==> config.mk <==
export PLATFORM = sky130hd
export DESIGN_NAME = alarm_tone_gen
export DESIGN_NICKNAME = d
export VERILOG_FILES = /design/src/rtl/alarm_tone_gen.sv
export SDC_FILE = /design/constraint.sdc
export NUM_CORES = 1
export LEC_CHECK = 0
export CAP_MARGIN = 30
export CELL_PAD_IN_SITES_DETAIL_PLACEMENT = 1
export CELL_PAD_IN_SITES_GLOBAL_PLACEMENT = 2
export CORE_MARGIN = 3
export CORE_UTILIZATION = 39
export CTS_CLUSTER_DIAMETER = 120
export DETAILED_ROUTE_END_ITERATION = 8
export PLACE_DENSITY = 0.88
export SETUP_SLACK_MARGIN = 0.2
export SLEW_MARGIN = 30
export SYNTH_ARGS = -nofsm -noshare
export SYNTH_HDL_FRONTEND = slang
export SYNTH_SLANG_ARGS = --single-unit
==> constraint.sdc <==
create_clock -name clk -period 4.2 [get_ports clk]
set_input_delay 0.84 -clock clk [delete_from_list [all_inputs] [get_ports clk]]
set_output_delay 0.84 -clock clk [all_outputs]
set_load 0.1 [all_outputs]
==> src/rtl/alarm_tone_gen.sv <==
// Alarm melody player: loops a fixed 8-step tune as a square wave on aud_out
// while aud_en is high, with a silent gap after every step.
module alarm_tone_gen #(
    parameter int HP_BASE  = 3125,
    parameter int TICK_DIV = 6250000,
    parameter int GAP_CLKS = 625000
) (
    input  logic       clk,
    input  logic       rstn,
    input  logic       aud_en,
    output logic       aud_out,
    output logic       playing,
    output logic [2:0] step_idx,
    output logic [7:0] loop_cnt
);

    localparam int HW = $clog2(HP_BASE * 8);
    localparam int TW = (TICK_DIV > 1) ? $clog2(TICK_DIV) : 1;
    localparam int GW = (GAP_CLKS > 1) ? $clog2(GAP_CLKS) : 1;

    typedef enum logic [1:0] {IDLE, PLAY, GAP} state_t;

    typedef struct packed {
        logic [2:0] code;
        logic [2:0] dur;
    } note_t;

    function automatic note_t melody(input logic [2:0] idx);
        case (idx)
            3'd0:    return '{code: 3'd1, dur: 3'd2};
            3'd1:    return '{code: 3'd3, dur: 3'd2};
            3'd2:    return '{code: 3'd5, dur: 3'd2};
            3'd3:    return '{code: 3'd0, dur: 3'd1};
            3'd4:    return '{code: 3'd5, dur: 3'd1};
            3'd5:    return '{code: 3'd3, dur: 3'd1};
            3'd6:    return '{code: 3'd1, dur: 3'd2};
            default: return '{code: 3'd0, dur: 3'd4};
        endcase
    endfunction

    state_t        state_q, state_d;
    logic [2:0]    step_q, step_d;
    logic [7:0]    loop_q, loop_d;
    logic [HW-1:0] hp_q, hp_d;
    logic [TW-1:0] tick_q, tick_d;
    logic [2:0]    dur_q, dur_d;
    logic [GW-1:0] gap_q, gap_d;
    logic          aud_q, aud_d;

    note_t         note;
    logic [HW-1:0] hp_last;
    logic          tick_last;
    logic          step_end;
    logic [7:0]    loop_next;

    always_comb begin
        // NOTE: every signal assigned here gets a default first so no path can infer a latch.
        state_d = state_q;
        step_d  = step_q;
        loop_d  = loop_q;
        hp_d    = hp_q;
        tick_d  = tick_q;
        dur_d   = dur_q;
        gap_d   = gap_q;
        aud_d   = aud_q;

        note      = melody(step_q);
        hp_last   = HW'(HP_BASE * (9 - int'(note.code)) - 1);
        tick_last = (tick_q == TW'(TICK_DIV - 1));
        step_end  = tick_last && (dur_q == note.dur - 3'd1);
        // Loop count advances only on the 7 -> 0 wrap and sticks at 255.
        loop_next = (step_q == 3'd7 && loop_q != 8'hFF) ? loop_q + 8'd1 : loop_q;

        case (state_q)
            IDLE: begin
                if (aud_en) begin
                    state_d = PLAY;
                    step_d  = '0;
                    loop_d  = '0;
                    hp_d    = '0;
                    tick_d  = '0;
                    dur_d   = '0;
                    gap_d   = '0;
                    aud_d   = 1'b0;
                end
            end
            PLAY: begin
                if (!aud_en) begin
                    state_d = IDLE;
                    aud_d   = 1'b0;
                end else if (step_end) begin
                    hp_d   = '0;
                    tick_d = '0;
                    dur_d  = '0;
                    gap_d  = '0;
                    aud_d  = 1'b0;
                    if (GAP_CLKS == 0) begin
                        step_d = step_q + 3'd1;
                        loop_d = loop_next;
                    end else begin
                        state_d = GAP;
                    end
                end else begin
                    if (tick_last) begin
                        tick_d = '0;
                        dur_d  = dur_q + 3'd1;
                    end else begin
                        tick_d = tick_q + TW'(1);
                    end
                    // Rests keep hp_cnt parked at 0 and the output low.
                    if (note.code != 3'd0) begin
                        if (hp_q == hp_last) begin
                            hp_d  = '0;
                            aud_d = ~aud_q;
                        end else begin
                            hp_d = hp_q + HW'(1);
                        end
                    end
                end
            end
            GAP: begin
                if (!aud_en) begin
                    state_d = IDLE;
                    aud_d   = 1'b0;
                end else if (gap_q == GW'(GAP_CLKS - 1)) begin
                    state_d = PLAY;
                    gap_d   = '0;
                    step_d  = step_q + 3'd1;
                    loop_d  = loop_next;
                end else begin
                    gap_d = gap_q + GW'(1);
                end
            end
            default: begin
                state_d = IDLE;
                aud_d   = 1'b0;
            end
        endcase
    end

    // NOTE: state uses non-blocking assignments so every flop samples pre-edge values.
    always_ff @(posedge clk or negedge rstn) begin
        if (!rstn) begin
            state_q <= IDLE;
            step_q  <= '0;
            loop_q  <= '0;
            hp_q    <= '0;
            tick_q  <= '0;
            dur_q   <= '0;
            gap_q   <= '0;
            aud_q   <= 1'b0;
        end else begin
            state_q <= state_d;
            step_q  <= step_d;
            loop_q  <= loop_d;
            hp_q    <= hp_d;
            tick_q  <= tick_d;
            dur_q   <= dur_d;
            gap_q   <= gap_d;
            aud_q   <= aud_d;
        end
    end

    assign aud_out  = aud_q;
    assign playing  = (state_q != IDLE);
    assign step_idx = step_q;
    assign loop_cnt = loop_q;

endmodule
==> results.md <==
- Outcome: complete, no violations
- Sequential share of the synthesized area: 37.2%
- H-tree Lvls: 3
- Crit. End Element: flip-flop
- Syn-to-layout area delta: 16.2%
- DR iter-0 viols: 192
- CTS tree: built
- Setup ws final: 0.351 ns
- Floorplan Core Area: 0.0123 mm²
- Top-area cell type share of the netlist area: 37.2%
- Req. time, crit path: 4.44 ns
- Period minus WS final: 3.85 ns
- Antenna-violating nets left: 0
- Async set-reset flop share out of synthesis: 100%
- Synth cell types: 62
- Min Hold Slack: 0.501 ns
- Mean Syn Cell Area: 8.65 µm²
- Pre-antenna DRT Iters: 4
- Chip Height: 120 µm
- Average wire per standard cell: 18.5 µm
- Total global routing track utilization: 20.8%
- Nature of the critical path startpoint: flip-flop
- Die W: 120 µm
- DRT Wirelength: 14300 µm
- Min-Delay Path Depth: 1
- Worst-path clk slew: 0.06 ns
- First-pass GRT wire length: 24200 µm
- GR Overflow Total: 0
- GPL Wtd Cong: 0.827
- Initial antenna violation count: 0
- Final HPWL DP: 9960 µm
- Initial core utilization: 41.0%
- Prevailing post-synth register cell: dfrtp_1
- Final clock skew: 0.00882 ns
- Reg-to-Reg End: hp_q[8]$_DFFE_PN0P_
- Pin count of the biggest net entering global routing: 60
- Worst Reg-to-Reg Cells: 14
- Antenna diodes: 0
- CTS max path bufs: 2
- Pwr dens: 572 mW/mm²
- CP arrival: 4.09 ns
- Worst skew pair latency: 0.34 ns
- Hold Path Origin: gap_q[19]$_DFFE_PN0P_
- Post-synth top area cell: dfrtp_1
- Layout cells sized above 1: 11.1%
- # Max-Cap Violations: 0
- End of the worst hold path: gap_q[19]$_DFFE_PN0P_
- Final Hold Fails: 0
- CTS Buf Count: 9
- # clock sinks: 75
- Worst r2r src: step_idx[0]$_DFFE_PN0P_
- Critical Path Fanout Max: 14
- Flop2flop setup slack: 0.35 ns
- Total power: 0.00335 W
- Fmax: 0.260 GHz
- Cell area after synthesis: 0.00504 mm²
- RSZ-0062 raised after global routing: yes
- Pins Over Slew Limit: 0
- Max transition margin: 31.2%
- Crit path kind: reg -> reg
- Mapped Cells: 583
- IO Port Bufs: 15
- Vias in the first global route: 4764
- Final Setup Violations: 0
- Min-Delay Path Class: reg -> reg
- Setup TNS Final: 0 ns
- Worst Max-Slew Pin Slew: 1.03 ns
- Syn_nets: 619
- DRC viols: 0
- Root buf cell: clkbuf_16
- Final period util: 91.6%
- Synth area leaders: dfrtp_1 (37%), ha_1 (6.9%), nand2_1 (5.9%)
- Leak: 2.36 nW
- Die area: 0.0143 mm²
- Flops & latches, synth: 75
- Via density: 5.81
- Worst slack, placed: 0.00762 ns
- # IOs: 16
- Via count: 4487
- VDD IR max: 0.000301 V
- Nets: 636
- Post-synth EDFFs: 0
- Yosys warnings: 0
- # rows: 40
==> worst max path at each step <==
stage,slack (ns),depth (start not counted),startpoint,end
final,0.35,14,step_idx[0]$_DFFE_PN0P_,hp_q[8]$_DFFE_PN0P_
after global routing,0.18,13,step_idx[0]$_DFFE_PN0P_,aud_out$_DFFE_PN0P_
after CTS,0.22,14,step_idx[1]$_DFFE_PN0P_,aud_out$_DFFE_PN0P_
after detailed placement,0.008,14,step_idx[1]$_DFFE_PN0P_,hp_q[11]$_DFFE_PN0P_
after global placement,0.28,14,step_idx[1]$_DFFE_PN0P_,hp_q[1]$_DFFE_PN0P_
after floorplan,0.21,14,step_idx[0]$_DFFE_PN0P_,hp_q[4]$_DFFE_PN0P_
==> cells in the mapped netlist, drive strengths merged, types with 4 or more instances <==
library cell,n
a21oi,41
a31oi,9
and2,8
and3,13
clkbuf,20
dfrtp,75
fa,5
ha,28
inv,19
mux2i,9
nand2,79
nand2b,6
nand3,25
nand3b,5
nand4,17
nor2,42
nor2b,5
nor3,17
nor4,10
o21ai,43
o31ai,21
or2,4
or3,4
or4,4
xnor2,14
xor2,8
==> routing by layer <==
layer	GRT usage (%)	up-vias	wire length (µm)
met1	26.7	2259	6640
met5	0	-	0
li1	-	2165	-
met3	2.87	20	227
met4	6.87	0	235
met2	36.1	43	7170
==> through the flow <==
stage | instance area, µm² | util [%] | std cells
2_1_floorplan | 5060 | - | 583
3_3_place_gp | 5400 | 43.9 | 753
3_5_place_dp | 5400 | 43.9 | 753
4_1_cts | 5720 | 46.4 | 768
5_1_grt | 5860 | 47.6 | 772
6_report | 5860 | 47.6 | 772
==> critical path: stages (launching register included) <==
cell       delay (ns)
dfrtp_4          0.54
inv_4            0.10
ha_2             0.20
mux2i_4          0.09
fa_1             0.59
nand2b_1         0.08
fa_1             0.48
ha_4             0.20
a21o_1           0.22
a2111oi_4        0.41
nand2b_1         0.18
nor3_1           0.07
o2111a_1         0.14
buf_4            0.19
o31ai_1          0.24
==> registers in the layout (all words and copies together) (netlist names) <==
signal / count
step_idx: 3
tick_q: 23
loop_cnt: 8
aud_out: 1
gap_q: 20
dur_q: 3
hp_q: 15
state_q: 2
==> logic make-up (layout without fill, tap and decap cells) <==
kind of cell | count (synthesis) | in the layout | synth area share (%)
AOI/OAI and AO/OA | 143 | 143 | 17.8
DFF | 75 | 75 | 37.2
buffers and inverters | 42 | 63 | 3.18
muxes | 12 | 12 | 2.46
and+or+nand+nor | 254 | 254 | 25.7
xor gates and xnor gates | 24 | 24 | 4.74
adders and majority gates | 33 | 33 | 8.93
==> final cells by class <==
| class | count | area [µm²] |
|---|---|---|
| timing repair buffer | 29 | 250 |
| inverter | 19 | 77.6 |
| fill | 1446 | 6450 |
| clock buffer | 10 | 239 |
| multi-input combinational | 466 | 3140 |
| tap | 168 | 210 |
| clock inverter | 5 | 53.8 |
| sequential | 75 | 1890 |
==> cells in the final DEF, fill, tap and decap left out, types with 4 or more instances in the layout <==
cell,synthesis,routed
a21oi_1,41,40
a31oi_1,8,8
and2_1,8,8
and3_1,13,13
buf_4,0,16
clkbuf_16,0,9
clkdlybuf4s50_1,0,13
dfrtp_1,75,72
fa_1,5,4
ha_1,28,22
ha_4,0,5
inv_1,19,16
mux2i_1,9,8
nand2_1,79,79
nand2b_1,6,6
nand3_1,25,25
nand3b_1,5,5
nand4_1,17,17
nor2_1,42,42
nor2b_1,5,5
nor3_1,16,16
nor4_1,10,8
o21ai_0,42,42
o31ai_1,20,20
or2_2,4,4
or3_1,4,4
xnor2_1,14,14
xor2_1,8,8
==> report_power, final <==
part | switching (W) | total [W] | leakage (nW) | internal, W
clock | 0.000316 | 0.000787 | 0.148 | 0.000471
combinational | 0.000967 | 0.00159 | 1.19 | 0.000623
sequential | 0.000164 | 0.000974 | 1.03 | 0.000810
total | 0.00145 | 0.00335 | 2.36 | 0.00190
==> repair_timing <==
action / in CTS / in global routing
resized for setup: 4 / 18
setup buffers: 0 / 4
pin swaps: 0 / 6
setup endpoints to repair: 15 / 15
hold buffers: 0 / 0
No activity file was read; power rests on OpenSTA's default activity.
